## src/rtl/lzd_fortyeight.sv

```systemverilog
// lzd_fortyeight: 48-bit leading-zero counter with registered count/nonzero outputs.
// Define LZD_INREG_EN to add an input register stage (2-cycle latency).
module lzd_fortyeight (
  input  logic        clk,
  input  logic        rst,
  input  logic [47:0] a,
  output logic [5:0]  p,
  output logic        v
);
  logic [47:0] src;
  logic [11:0] z;
  logic [1:0]  c [12];
  logic [5:0]  p_d, p_q;
  logic        v_d, v_q;
`ifdef LZD_INREG_EN
  logic [47:0] a_d, a_q;
  always_comb a_d = rst ? '0 : a;
  always_ff @(posedge clk) a_q <= a_d;
  assign src = a_q;
`else
  assign src = a;
`endif
  for (genvar i = 0; i < 12; i++) begin : g_nib
    logic [3:0] n;
    assign n    = src[47-4*i -: 4];
    assign z[i] = ~|n;
    assign c[i] = n[3] ? 2'd0 : n[2] ? 2'd1 : n[1] ? 2'd2 : 2'd3;
  end
  // scan from the low nibble up so the most-significant nonzero nibble wins
  always_comb begin
    p_d = '0;
    for (int j = 11; j >= 0; j--)
      if (!z[j]) p_d = {j[3:0], c[j]};
    v_d = ~&z;
  end
  always_ff @(posedge clk) begin
    if (rst) begin
      p_q <= '0;
      v_q <= 1'b0;
    end else begin
      p_q <= p_d;
      v_q <= v_d;
    end
  end
  assign p = p_q;
  assign v = v_q;
endmodule

```

## config.mk

```make
export PLATFORM = sky130hd
export DESIGN_NAME = lzd_fortyeight
export DESIGN_NICKNAME = d
export VERILOG_FILES = /design/src/rtl/lzd_fortyeight.sv
export SDC_FILE = /design/constraint.sdc
export NUM_CORES = 1
export LEC_CHECK = 0
export ABC_AREA = 0
export CAP_MARGIN = 25
export CORE_ASPECT_RATIO = 1.25
export CORE_MARGIN = 2
export CORE_UTILIZATION = 35
export DETAILED_ROUTE_END_ITERATION = 16
export GPL_TIMING_DRIVEN = 1
export PLACE_DENSITY_LB_ADDON = 0.05
export SLEW_MARGIN = 20
export SYNTH_ARGS = -nofsm -noshare
export SYNTH_HDL_FRONTEND = slang
export SYNTH_SLANG_ARGS = --single-unit
```

## constraint.sdc

```tcl
create_clock -name clk -period 1.6 [get_ports clk]
set_input_delay 0.16 -clock clk [delete_from_list [all_inputs] [get_ports clk]]
set_output_delay 0.16 -clock clk [all_outputs]
set_load 0.01 [all_outputs]
```

======== Word level (Yosys, flattened, before mapping) ========
Cells that the tools add are included.
W data, S select, Z words.
word-level totals
  bits in registers ....................... 7
  input bits .............................. 50
  output and inout bits ................... 7
  word-level logic and storage cells ...... 84
operators by class
  multiplexer cells ....................... 48
  reduce and logical (&&, ||, !) cells .... 30
operator list
  kind                count
  $mux W2             25
  $reduce_or A4 Y1    12
  $reduce_or A33 Y1   1
  $mux W6             4
  $mux W5             4
  $reduce_or A17 Y1   1
  $logic_not A1 Y1    13
  $mux W1             12
  $reduce_and A12 Y1  1
  $reduce_or A9 Y1    1
  $mux W4             2
  $reduce_or A5 Y1    1
  $mux W3             1

======== Depth between registers and ports, before layout ========
  depth after elaboration ................. 15
  depth in mapped cells ................... 5
  mapped depth without buffers ............ 5

======== Worst setup path before layout ========
OpenSTA, ideal clock, no wires.
  path type ............................... input to register
  from .................................... input port a[33]
  to ...................................... register p_q[1] (netlist: p[1])
  setup time .............................. 0.096 ns
  arrival ................................. 1.243 ns
  required time ........................... 1.504 ns
  setup slack ............................. 0.262 ns
  stages on the path ...................... 5
  path buffers ............................ 0
  cell sequence ........................... nor4_4 -> nand2_2 -> or4_4 -> o22a_1 -> o41ai_2
between the ends
  cells in the longest elaborated chain, start to end .. 5
ends and longest elaborated chain
  item                  line  text
  from (decl)           6     input logic [47:0] a,
  $reduce_or A4 Y1      26    assign z[i] = ~|n;
  $mux W4 (2 in a row)  33    if (!z[j]) p_d = {j[3:0], c[j]};
  $mux W3               33
  $mux W2               33
  to (signal assigned)  41    p_q <= p_d;
  to (decl)             13    logic [5:0] p_d, p_q;
No other way between the ends.
A chain may end at the register's enable or synchronous reset.

======== Worst setup path after layout ========
  from .................................... input port a[3]
  to ...................................... register p_q[2] (netlist: p[2])
between the ends
  cells in the longest elaborated chain, start to end .. 12
ends and longest elaborated chain
  item                  line
  $reduce_or A4 Y1      26
  $mux W6 (4 in a row)  33
  $mux W5 (4 in a row)  33
  $mux W4 (2 in a row)  33
  $mux W3               33
No other way between the ends.

==> results.md <==
- The detailed placement HPWL is 2810 um.
- The top-area cell type share of the netlist area is 17.4%.
- After global routing the overflow that remains totals 0.
- For the pin with the worst max-slew slack, the measured transition is 0.338 ns.
- The most frequent cell after synthesis is sky130_fd_sc_hd__nor2_1.
- The final cycle utilization of the critical path is 96.7%.
- Of all flip-flops after synthesis, the portion carrying an async set or reset was 0%.
- The first-pass GRT wire length is 5200 um.
- Power spread over the standard cell area amounts to 369 mW/mm^2.
- Entering global routing, the biggest net connects 5 pins.
- The worst hold path startpoint is a[33].
- In the routed design, unresolved DRC markers number 0.
- Sequential cells were found to cover 17.4% of the synthesized design area.
- Global routing consumed, over all layers together, 25.7% of the routing resources.
- CTS placed an instance of sky130_fd_sc_hd__clkbuf_4 at the clock tree root.
- The starting DRC count in detailed routing is 25.
- The commonest cells after synthesis are sky130_fd_sc_hd__nor2_1 (24), sky130_fd_sc_hd__a21oi_1 (12), sky130_fd_sc_hd__inv_1 (9), sky130_fd_sc_hd__nand2_1 (9), sky130_fd_sc_hd__o21ai_0 (8).
- The number of nets handed over by synthesis was 168.
- For this run, the post-layout net count is 280.
- The total count of max-transition violations in the final report is 0.
- The number of buffers on the longest clock path is 2.
- The end point of the worst hold path is p[1].
- The shortest clock period the worst path allows after layout is 1.55 ns.
- The total area inside the core boundary comes to 0.00219 mm^2.
- The total placed cells including tap cells is 255.
- By area the synthesized netlist is led by sky130_fd_sc_hd__dfxtp_1 (17%), sky130_fd_sc_hd__nor2_1 (11%), sky130_fd_sc_hd__nor4_4 (7.9%), sky130_fd_sc_hd__a21oi_1 (7.4%), sky130_fd_sc_hd__o21ai_0 (5.0%).
- The critical path capture point type is a register.
- The number of warnings printed during yosys synthesis is 0.
- In this run, synthesis produced a sequential element count of 7.
- 57 I/O pins were placed.
- For this run, the detailed router's first-pass iteration total came to 4.
- The worst path arrival time is 1.70 ns.
- Compared with the post-synthesis result, the final layout area differs by 131%.
- At the worst endpoint, the required time is 1.75 ns.
- The run finished with clean final reports.
- The relative slew slack is 77.3%.
- The tool flagged a number of max-cap violations equal to 0.
- The filler cells instantiated in the layout total 140.
- The number of H-tree levels is 1.
- The cell area that synthesis handed to floorplanning was 807 um^2.
- Counting instances, the worst hold path has a depth of 5.
- Clock-pin slew was measured on the worst setup and hold paths at 0.06 ns.
- The floorplan step defined a die boundary enclosing 0.00271 mm^2.
- The hold violation total from the final report is 0.
- The number of sinks on the clock net is 7.
- The overall via count from detail_route is 1342.
- The count of nets left with antenna violations after detail routing is 0.
- The maximum resistive drop on vdd is 319 uV.
- In the final timing run, aggregate negative setup slack is 0 ns.
- Counting flops with a built-in enable in the synthesized netlist gives 0.
- The worst hold-check path type is in2reg.
- In the final layout, the share of cells above drive strength 1 is 31.9%.
- The total number of placement rows is 19.
- Routability-driven placement finished with a final weighted congestion of 0.845.
- The maximum clock rate is 0.647 GHz.
- The average routed wire per standard cell is 12.8 um.
- Counting distinct cell types in the post-synthesis netlist gives 33.
- The number of buffer cells added on primary ports is 56.
- Once the floorplan was initialized, standard cells occupied 36.9% of the core.
- The ratio of routed vias to standard cells is 5.16.
- Summed over all instances, the cell type with the most area after synthesis is sky130_fd_sc_hd__dfxtp_1.
- The diode insertion count for antenna repair is 0.
- TritonCTS built the clock tree.
- Measured along the y axis, the die boundary spans 57.7 um.
- The initial antenna violation count is 0.
- Buffers inserted during clock tree synthesis total 3.
- Excluding fillers, the count of instances in the completed layout stands at 260.
- The average cell area after synthesis is 6.84 um^2.
- The total routed wirelength is 3340 um.
- The largest fanout of any net on the critical path is 2.
- The overall die width is 47.0 um.
- The critical path is of the in2reg type.
- The cts-stage hold buffer count is 0.
- The main flop type after synthesis is sky130_fd_sc_hd__dfxtp_1.
- The static leakage is 0.777 nW.
- Setup violations remaining at the end of the flow were counted as 0.
- Across all hold checks on the routed design, the worst slack comes to 0.440 ns.
- The number of global-route vias before repair was 1373.
- The worst setup path is launched from a primary input.
- The instance count of the mapped netlist is 118.
[flip-flops by register name, indices dropped and copies added, names as in the netlist]
register  cells
v             1
p             6
[per-layer routing]
metal,track usage [%],vias up,routed length [um]
met3,4.36,11,204
li1,-,673,-
met4,11.5,0,98
met2,52.4,49,1950
met1,21.8,609,1090
met5,0,-,0
[through the flow]
stage	area, um^2	power, mW	util, %	worst slack, ns
2_1_floorplan	807	0.248	-	0.262
6_report	1860	0.688	85.2	0.0535
3_5_place_dp	1780	0.512	81.5	-0.369
5_1_grt	1860	0.715	85.2	-0.0199
3_3_place_gp	1780	0.502	81.5	-0.267
4_1_cts	1810	0.677	82.8	0.00604
[layout make-up]
class / count / area, um^2 / share of cell area [%]
multi-input cells: 102 / 676 / 36.3
well taps: 31 / 38.8 / 2.08
clock buffers: 4 / 26.3 / 1.41
repair buffers: 107 / 948 / 50.9
inverters: 9 / 33.8 / 1.81
flip-flops and latches: 7 / 140 / 7.52
[power by group]
group | internal, mW | total (mW) | switching [mW]
clock | 0.0957 | 0.169 | 0.0735
combinational | 0.213 | 0.339 | 0.126
sequential | 0.179 | 0.180 | 0.00116
total | 0.487 | 0.688 | 0.200
[kinds of logic (layout without fill, tap and decap cells)]
| kind of cell | after synthesis | in the layout | synth area share, % |
|---|---|---|---|
| DFF | 7 | 7 | 17.4 |
| buffers and inverters | 9 | 120 | 4.19 |
| AOI/OAI and AO/OA | 39 | 39 | 31.9 |
| and+or+nand+nor | 63 | 63 | 46.5 |
[worst max-delay path: stages]
cell and delay, ns:
sky130_fd_sc_hd__clkdlybuf4s50_1 0.43, sky130_fd_sc_hd__or4_4 0.55, sky130_fd_sc_hd__a21boi_1 0.17, sky130_fd_sc_hd__o22ai_1 0.09, sky130_fd_sc_hd__o21ai_0 0.19, sky130_fd_sc_hd__a31oi_1 0.10
[what timing repair did]
| action | CTS | global route |
|---|---|---|
| setup buffers | 0 | 1 |
| gates resized for setup | 5 | 10 |
| setup endpoints to repair | 2 | 6 |
| pin swaps | 2 | 2 |
[worst max-delay path by stage]
stage	slack [ns]	endpoint	cells after the start	startpoint
after floorplan	0.26	p[1]	5	a[33]
after global placement	-0.27	p[1]	6	a[33]
after detailed placement	-0.37	p[1]	7	a[33]
after CTS	0.006	p[1]	6	a[34]
after global routing	-0.02	p[0]	6	a[29]
final	0.05	p[2]	6	a[3]
[placed cells by master, fill, tap and decap left out, types with 2 or more instances in the layout]
cell                              netlist  layout
sky130_fd_sc_hd__clkdlybuf4s50_1        0      51
sky130_fd_sc_hd__buf_4                  0      51
sky130_fd_sc_hd__nor2_1                24      23
sky130_fd_sc_hd__a21oi_1               12      12
sky130_fd_sc_hd__nand2_1                9       9
sky130_fd_sc_hd__inv_1                  9       9
sky130_fd_sc_hd__o21ai_0                8       8
sky130_fd_sc_hd__dfxtp_1                7       7
sky130_fd_sc_hd__nor2b_1                5       5
sky130_fd_sc_hd__nor4_2                 0       4
sky130_fd_sc_hd__nor4_4                 3       3
sky130_fd_sc_hd__nor3_1                 4       3
sky130_fd_sc_hd__o21bai_1               3       3
sky130_fd_sc_hd__o31ai_1                3       3
sky130_fd_sc_hd__clkbuf_4               0       3
sky130_fd_sc_hd__dlymetal6s2s_1         0       3
sky130_fd_sc_hd__nor4_1                 6       2
sky130_fd_sc_hd__or4_4                  1       2
sky130_fd_sc_hd__nor3_2                 1       2
sky130_fd_sc_hd__nand3_1                2       2
sky130_fd_sc_hd__nand2_2                2       2
sky130_fd_sc_hd__o31a_1                 2       2
sky130_fd_sc_hd__dlygate4sd2_1          0       2
No activity file was read; power rests on OpenSTA's default activity.
